<file path="config.mk">
export PLATFORM = sky130hd
export DESIGN_NAME = pc_gen
export DESIGN_NICKNAME = d
export VERILOG_FILES = /design/src/rtl/pc_gen_pkg.sv /design/src/rtl/pc_gen_redirect_latch.sv /design/src/rtl/pc_gen.sv
export SDC_FILE = /design/constraint.sdc
export NUM_CORES = 1
export LEC_CHECK = 0
export BUFFER_PORTS_ARGS = -buffer_cell sky130_fd_sc_hd__buf_4
export CORE_UTILIZATION = 48
export DETAILED_ROUTE_END_ITERATION = 10
export PLACE_DENSITY = 0.73
export SETUP_SLACK_MARGIN = 0.5
export SLEW_MARGIN = 30
export SYNTH_ARGS = -nofsm -noshare
export SYNTH_HDL_FRONTEND = slang
export SYNTH_HIERARCHICAL = 1
export SYNTH_SLANG_ARGS = --single-unit
</file>
<file path="constraint.sdc">
create_clock -name clk -period 3.3 [get_ports clk]
set_input_delay 0.66 -clock clk [delete_from_list [all_inputs] [get_ports clk]]
set_output_delay 0.66 -clock clk [all_outputs]
set_load 0.005 [all_outputs]
</file>
<file path="src/rtl/pc_gen_pkg.sv">
// Shared definitions for the IF-stage fetch-address generator: bus widths,
// control-level constants, reset/exception vectors and the PC FSM encoding.
package pc_gen_pkg;

    localparam int ADDR_W_DEF = 32;
    typedef logic [ADDR_W_DEF-1:0] inst_addr_t;

    localparam logic RstEnable   = 1'b1;
    localparam logic ChipEnable  = 1'b1;
    localparam logic ChipDisable = 1'b0;
    localparam logic StallEnable = 1'b1;

    // Default reset vector and the exception entry points that feed flush_target.
    localparam inst_addr_t RESET_VEC_DEF    = 32'h0000_0000;
    localparam inst_addr_t EXC_VEC_GENERAL  = 32'h8000_0180;
    localparam inst_addr_t EXC_VEC_BOOT_GEN = 32'hBFC0_0380;
    localparam inst_addr_t EXC_VEC_RESET    = 32'hBFC0_0000;

    typedef enum logic [1:0] {
        ST_OFF  = 2'd0,
        ST_RUN  = 2'd1,
        ST_HOLD = 2'd2
    } pc_state_e;

    // Next FSM state once out of reset; flush beats stall, stall+branch parks a target.
    function automatic pc_state_e pc_state_step(
        input pc_state_e state,
        input logic      stall,
        input logic      br_valid,
        input logic      flush
    );
        pc_state_e nxt;
        nxt = state;
        case (state)
            ST_OFF:  nxt = ST_RUN;
            ST_RUN:  if (!flush && stall == StallEnable && br_valid) nxt = ST_HOLD;
            ST_HOLD: if (flush || stall != StallEnable) nxt = ST_RUN;
            default: nxt = ST_OFF;
        endcase
        return nxt;
    endfunction

endpackage

</file>
<file path="src/rtl/pc_gen_redirect_latch.sv">
// Pending-redirect latch: remembers a branch target resolved while the
// pipeline is stalled until the PC mux can consume it.
module pc_redirect_latch
    import pc_gen_pkg::*;
#(
    parameter int ADDR_W = 32
) (
    input  logic              clk,
    input  logic              rst,
    input  logic              set,
    input  logic              clear,
    input  logic [ADDR_W-1:0] target_in,
    output logic              pending,
    output logic [ADDR_W-1:0] target
);

    logic              pending_reg;
    logic              pending_next;
    logic [ADDR_W-1:0] target_reg;
    logic [ADDR_W-1:0] target_next;

    // A second set while pending simply overwrites the target with the newer branch.
    always_comb begin
        pending_next = pending_reg;
        target_next  = target_reg;
        if (clear) begin
            pending_next = 1'b0;
        end else if (set) begin
            pending_next = 1'b1;
            target_next  = target_in;
        end
    end

    always_ff @(posedge clk) begin
        if (rst == RstEnable) begin
            pending_reg <= 1'b0;
            target_reg  <= '0;
        end else begin
            pending_reg <= pending_next;
            target_reg  <= target_next;
        end
    end

    assign pending = pending_reg;
    assign target  = target_reg;

endmodule

</file>
<file path="src/rtl/pc_gen.sv">
// IF-stage fetch-address generator: sequential increment, stall hold,
// ID branch/jump redirect with pending latch, and exception/ERET flush.
module pc_gen
    import pc_gen_pkg::*;
#(
    parameter int              ADDR_W     = 32,
    parameter logic [ADDR_W-1:0] RESET_VEC = ADDR_W'(RESET_VEC_DEF),
    parameter int              INC        = 4,
    parameter int              ALIGN_BITS = 2
) (
    input  logic              clk,
    input  logic              rst,
    input  logic              stall,
    input  logic              br_valid,
    input  logic [ADDR_W-1:0] br_target,
    input  logic              flush,
    input  logic [ADDR_W-1:0] flush_target,
    output logic [ADDR_W-1:0] pc,
    output logic              ce,
    output logic              redirect_pending,
    output logic              pc_misaligned
);

    pc_state_e         state_reg;
    pc_state_e         state_next;
    logic [ADDR_W-1:0] pc_reg;
    logic [ADDR_W-1:0] pc_next;
    logic              lat_set;
    logic              lat_clear;
    logic              lat_pending;
    logic [ADDR_W-1:0] lat_target;

    pc_redirect_latch #(
        .ADDR_W (ADDR_W)
    ) u_latch (
        .clk       (clk),
        .rst       (rst),
        .set       (lat_set),
        .clear     (lat_clear),
        .target_in (br_target),
        .pending   (lat_pending),
        .target    (lat_target)
    );

    always_ff @(posedge clk) begin
        if (rst == RstEnable) begin
            state_reg <= ST_OFF;
            pc_reg    <= RESET_VEC;
        end else begin
            state_reg <= state_next;
            pc_reg    <= pc_next;
        end
    end

    // Redirect priority: flush > stall (park branch) > live branch > parked branch > +INC.
    // In OFF everything is ignored so the first fetch is always RESET_VEC.
    always_comb begin
        state_next = pc_state_step(state_reg, stall, br_valid, flush);
        pc_next    = pc_reg;
        lat_set    = 1'b0;
        lat_clear  = 1'b0;
        if (state_reg != ST_OFF) begin
            if (flush) begin
                pc_next   = flush_target;
                lat_clear = 1'b1;
            end else if (stall == StallEnable) begin
                lat_set = br_valid;
            end else if (br_valid) begin
                pc_next   = br_target;
                lat_clear = 1'b1;
            end else if (state_reg == ST_HOLD) begin
                pc_next   = lat_target;
                lat_clear = 1'b1;
            end else begin
                pc_next = pc_reg + ADDR_W'(INC);
            end
        end
    end

    assign pc               = pc_reg;
    assign ce               = (state_reg != ST_OFF) ? ChipEnable : ChipDisable;
    assign redirect_pending = lat_pending;

    generate
        if (ALIGN_BITS > 0) begin : g_align
            assign pc_misaligned = ce & (|pc_reg[ALIGN_BITS-1:0]);
        end else begin : g_no_align
            assign pc_misaligned = 1'b0;
        end
    endgenerate

endmodule
</file>
After elaboration in Yosys (flattened, before gate mapping)

Cells that the tools add are included.

Add/subtract/negate cells: 1
Equality and inequality tests: 5
Multiplexer cells: 16
Bitwise gates (word level): 3
Reductions and logical operators: 11

Operators by type and width:

| operator                                             | count |
|---|---|
| two-way mux 32 bit                                   | 4 |
| adder 32 x 3 -> 32 bit (second input constant)       | 1 |
| two-way mux 1 bit                                    | 9 |
| case mux 2 bit (3 select lines)                      | 1 |
| AND reduction 2 bit                                  | 3 |
| two-way mux 2 bit                                    | 2 |
| != test 2 bit (second input constant)                | 2 |
| OR reduction 2 bit                                   | 2 |
| equality test 2 x 1 -> 1 bit (second input constant) | 1 |
| equality test 2 bit (second input constant)          | 1 |
| logical AND 1 bit                                    | 2 |
| logical NOT 2 bit                                    | 1 |
| != test 2 x 1 -> 1 bit (second input constant)       | 1 |
| inverter 1 bit                                       | 2 |
| nonzero test 2 bit                                   | 1 |
| AND 1 bit                                            | 1 |
| logical NOT 1 bit                                    | 1 |
| logical OR 1 bit                                     | 1 |

Flip-flop bits (word level): 67
Output and inout bits: 35
Logic and storage cells: 40

Logic depth before layout (Yosys ltp)

Word-level depth: 8
Mapped depth: 8
Depth with buffers taken out: 6

By module

Netlist, hierarchy kept.

Modules (own cells, without submodules):

| module            | instances | cells each | area each (µm²) |
|---|---|---|---|
| pc_gen            | 1         | 400        | 2931.6 |
| pc_redirect_latch | 1         | 148        | 1483.9 |

Worst setup path before layout

No wires, ideal clock.

Path type: input -> register
Start: input port br_valid
End: register u_latch.target_reg[10], in the netlist u_latch/target[10]
Library setup time: 119 ps
Data arrival time: 2163 ps
Data required time: 3181 ps
Path slack: 1018 ps
Cell stages on the path: 8
Path through: buf_2 > buf_2 > buf_2 > nor2_1 > a21oi_1 > clkbuf_1 > nand4bb_1 > o21ai_1

Word-level cells in the longest chain between the ends: 6

Ends and longest elaborated chain:

| element                       | line                        | RTL |
|---|---|---|
| start, declared               | pc_gen.sv:14                | `input logic br_valid,` |
| two-way mux 1 bit             | pc_gen.sv:68                | `end else if (br_valid) begin` |
| two-way mux 1 bit             | pc_gen.sv:66                | `end else if (stall == StallEnable) begin` |
| two-way mux 1 bit             | pc_gen.sv:63                | `if (flush) begin` |
| two-way mux 1 bit             | pc_gen.sv:62                | `if (state_reg != ST_OFF) begin` |
| net lat_clear                 | pc_gen.sv:29                | `logic lat_clear;` |
| inverter 1 bit (no line)      | -                           |  |
| AND reduction 2 bit (no line) | -                           |  |
| end signal, assigned          | pc_gen_redirect_latch.sv:40 | `target_reg <= target_next;` |
| end, declared                 | pc_gen_redirect_latch.sv:19 | `logic [ADDR_W-1:0] target_reg;` |

The timed path passes the listed nets, and every way through them passes these cells.
A chain may end at the register's enable or synchronous reset.

Worst setup path after layout

Start: register state_reg[0]
End: register u_latch.target_reg[28], in the netlist u_latch/target[28]

Word-level cells in the longest chain between the ends: 8

Ends and longest elaborated chain:

| element                         | line         | RTL |
|---|---|---|
| start, declared                 | pc_gen.sv:24 | `pc_state_e state_reg;` |
| start signal, assigned          | pc_gen.sv:50 | `state_reg <= state_next;` |
| equality test 2 bit             | pc_gen.sv:71 | `end else if (state_reg == ST_HOLD) begin` |
| two-way mux 1 bit               | pc_gen.sv:71 |  |
| two-way mux 1 bit               | pc_gen.sv:68 |  |
| two-way mux 1 bit               | pc_gen.sv:66 |  |
| two-way mux 1 bit               | pc_gen.sv:63 |  |
| two-way mux 1 bit *             | pc_gen.sv:62 |  |
| net lat_clear                   | pc_gen.sv:29 |  |
| inverter 1 bit (no line) *      | -            |  |
| AND reduction 2 bit (no line) * | -            |  |

The timed path passes the listed nets; every way through them passes the cells marked *.

==> impl_results.md <==
- Final Setup Violations: 0
- Worst Skew: 0.00930 ns
- Die W: approximately 98 um
- YS warnings: 6
- DR vias: 4728
- H-tree levels: 3
- Clock transition at path regs: 0.08 ns
- Post-Syn Area: 4420 um2
- Failing checks: design-rule violations
- Max cap viols: 0
- Iter 0 DRT Violations: 426
- WP data required: between 3 and 4 ns
- CTS root buffer: clkbuf_8
- CTS buffer count: 9
- IO Pins: 104
- Synth Flop Type: dfxtp_1
- Die Y: just under 100 um
- Full die area: 9590 um2
- GR Util All Layers: 30.2%
- First-pass GRT wire length: 23000 um
- Synth Instances: approximately 550
- Hold Buf Count CTS: 0
- F_max: around 420 MHz
- Clock Path Buffers: 2
- Register Area: 1340 um2
- Most frequent cells in the layout: buf_4 (118), dfxtp_1 (67), nand2b_1 (44)
- Clock sink count: 67
- Status: finished with violations
- Final period util: between 70% and 80%
- Syn_area_per_cell: 8.06 um2
- DRT Pass-1 Iters: 8
- Fill cells: 798
- Final setup TNS: 0 ns
- Seq cells post-synth: 67
- CTS tree: built
- Vias per cell: 6.37
- Final count of pins violating max slew: 0
- Final hold vios: 0
- Hold Path Stages: 2
- Skew-Pair Late Insertion Delay: around 0.35 ns
- Crit end category: flop
- Initial antenna violation count: 0
- Critical Path Fanout Max: 32
- VDD IR max: 0.222 mV
- Top Usage Layer GRT: met2
- Final hold slack: roughly 0.47 ns
- Cell leakage power: 2.05 nW
- Unrepaired setup endpoints after global routing: false
- HP Start: u_latch/target[0]$_SDFFE_PP0P_
- Area grow syn2layout: 22.0%
- # diodes: 0
- Worst Setup Start Kind: flop
- Hold Path Class: reg -> reg
- Reg2Reg Setup Slack: between 0.9 and 1 ns
- Met1 Usage GRT: about two fifths
- Worst r2r src: state_reg[0]$_SDFFE_PP0P_
- Largest net degree at the start of global routing: 46
- Hold Crit Endpoint: u_latch/target[0]$_SDFFE_PP0P_
- WL/cell: 19.3 um
- Nets: 699
- Crit Path Category: reg -> reg
- Hpwl dp: 10200 um
- Initial Util: between 50% and 60%
- Global Route met2 Usage: between 40% and 50%
- Slew @ Worst Pin: 0.754 ns
- CP arrival: 2.59 ns
- Post-CTS Setup Bufs: 0
- Post-CTS sizing: 0
- GRT Residual Overflow: 0
- R2R Path End: u_latch/target[28]$_SDFFE_PP0P_
- Min Tclk post-route: 2.38 ns
- Most common cell after layout, fill and taps aside: buf_4
- CORE AREA: 8810 um2
- Yosys cell types: 69
- GP Congestion: 0.980
- Vias in the first global route: 4330
- Worst relative slew slack: 48.4%
- Rows: 34
- Ratio of cells with drive above 1 in the final layout: 23.8%
- Pwr Density: 381 nW/um2
- Pre-CTS WS: 0.641 ns
- Seq/Total Area, Yosys: 30.4%
- Area occupied by multi-input gates: 2800 um2
- Post-synth EDFFs: 0
- Worst R2R Path Depth: 7
- Routing usage on met3: 7.95%
- Ys async rst share: 0%
- DRC: 6
- Syn_nets: 618
- Final WS setup: 0.918 ns
- Post-route ant nets: 0
- PortBufs: approximately 100
- WL final: 14300 um
critical path: stages (launching register included):
cell	delay, ns
dfxtp_1	0.40
nor2_2	0.34
inv_2	0.16
nand2_1	0.26
a21oi_2	0.06
buf_4	0.21
nor2b_4	0.59
o21ai_0	0.20
worst max-delay path by stage:
stage / to / start
after floorplan: u_latch/target[10]$_SDFFE_PP0P_ / br_valid
after global placement: u_latch/target[28]$_SDFFE_PP0P_ / flush
after detailed placement: u_latch/target[29]$_SDFFE_PP0P_ / flush
after CTS: u_latch/target[29]$_SDFFE_PP0P_ / state_reg[0]$_SDFFE_PP0P_
after global routing: u_latch/target[28]$_SDFFE_PP0P_ / state_reg[0]$_SDFFE_PP0P_
final: u_latch/target[28]$_SDFFE_PP0P_ / state_reg[0]$_SDFFE_PP0P_
area by class of cell:
type | instances | area share, %
timing repair buffer | 118 | 16.4
tap | 108 | 2.51
sequential | 67 | 24.9
multi-input combinational | 426 | 51.9
inverter | 7 | 0.488
clock buffer | 10 | 2.56
clock inverter | 6 | 1.18
power breakdown:
| group | internal [W] | leakage, nW | switching (W) | total, W |
|---|---|---|---|---|
| logic | 0.000209 | 1.40 | 0.000205 | 0.000414 |
| clock network | 0.000370 | 0.0987 | 0.000355 | 0.000725 |
| registers | 0.000848 | 0.546 | 0.0000624 | 0.000910 |
stage by stage:
step	power [W]	std cells	instance area (um2)	utilization [%]
floorplan	0.00114	548	4420	-
global placement	0.00133	726	5180	58.9
detailed placement	0.00133	726	5180	58.9
CTS	0.00205	742	5390	61.2
global route	0.00213	742	5390	61.2
finish	0.00205	742	5390	61.2
routing by layer:
metal,vias to the layer above,share of wire (%)
met5,-,0
met4,0,2.3
met3,24,8.9
met2,238,44
met1,2238,45
li1,2228,-
cells by family after synthesis:
family / Yosys count / synth area share (%)
simple gates: 242 / 34.2
xor+xnor: 11 / 2.18
buf+inv: 55 / 6.46
compound gates: 166 / 25.2
fa+ha+maj: 1 / 0.283
flops: 67 / 30.4
mux: 6 / 1.36
Yosys cell counts, types with 3 or more instances:
cell        n  share of area (%)
buf_4       4               0.68
a221o_1     3               0.68
o21ai_0    27                3.1
nor4_1      7               0.99
dfxtp_1    67                 30
or3_1       5               0.71
nand4bb_1  32                8.2
mux2i_1     6                1.4
a221oi_1   10                2.0
inv_1       5               0.43
a22oi_1     6                1.0
o211ai_1    7                1.2
a21o_1      3               0.51
a211oi_1    7                1.2
nor3_1      7               0.79
clkbuf_1   20                1.7
nor2_1     37                3.1
nor2b_1     7               0.99
a2111oi_0   3               0.60
o211a_1     3               0.68
a31o_2      3               0.60
o22ai_1     4               0.57
and4_1      3               0.60
nand2_1    40                3.4
o311ai_0    4               0.79
a41o_1      3               0.68
a22o_1      3               0.60
nand2b_1   44                6.2
o21ai_1    30                3.4
a21oi_1    26                2.9
buf_6       3               0.77
o21a_1      4               0.68
nand3_1    19                2.2
xnor2_1     6                1.2
o31ai_1     5               0.85
nand4_1    13                1.8
and3_1     10                1.4
a32o_1      5                1.1
xor2_1      5               0.99
buf_2      16                1.8
No activity file was read; power rests on OpenSTA's default activity.
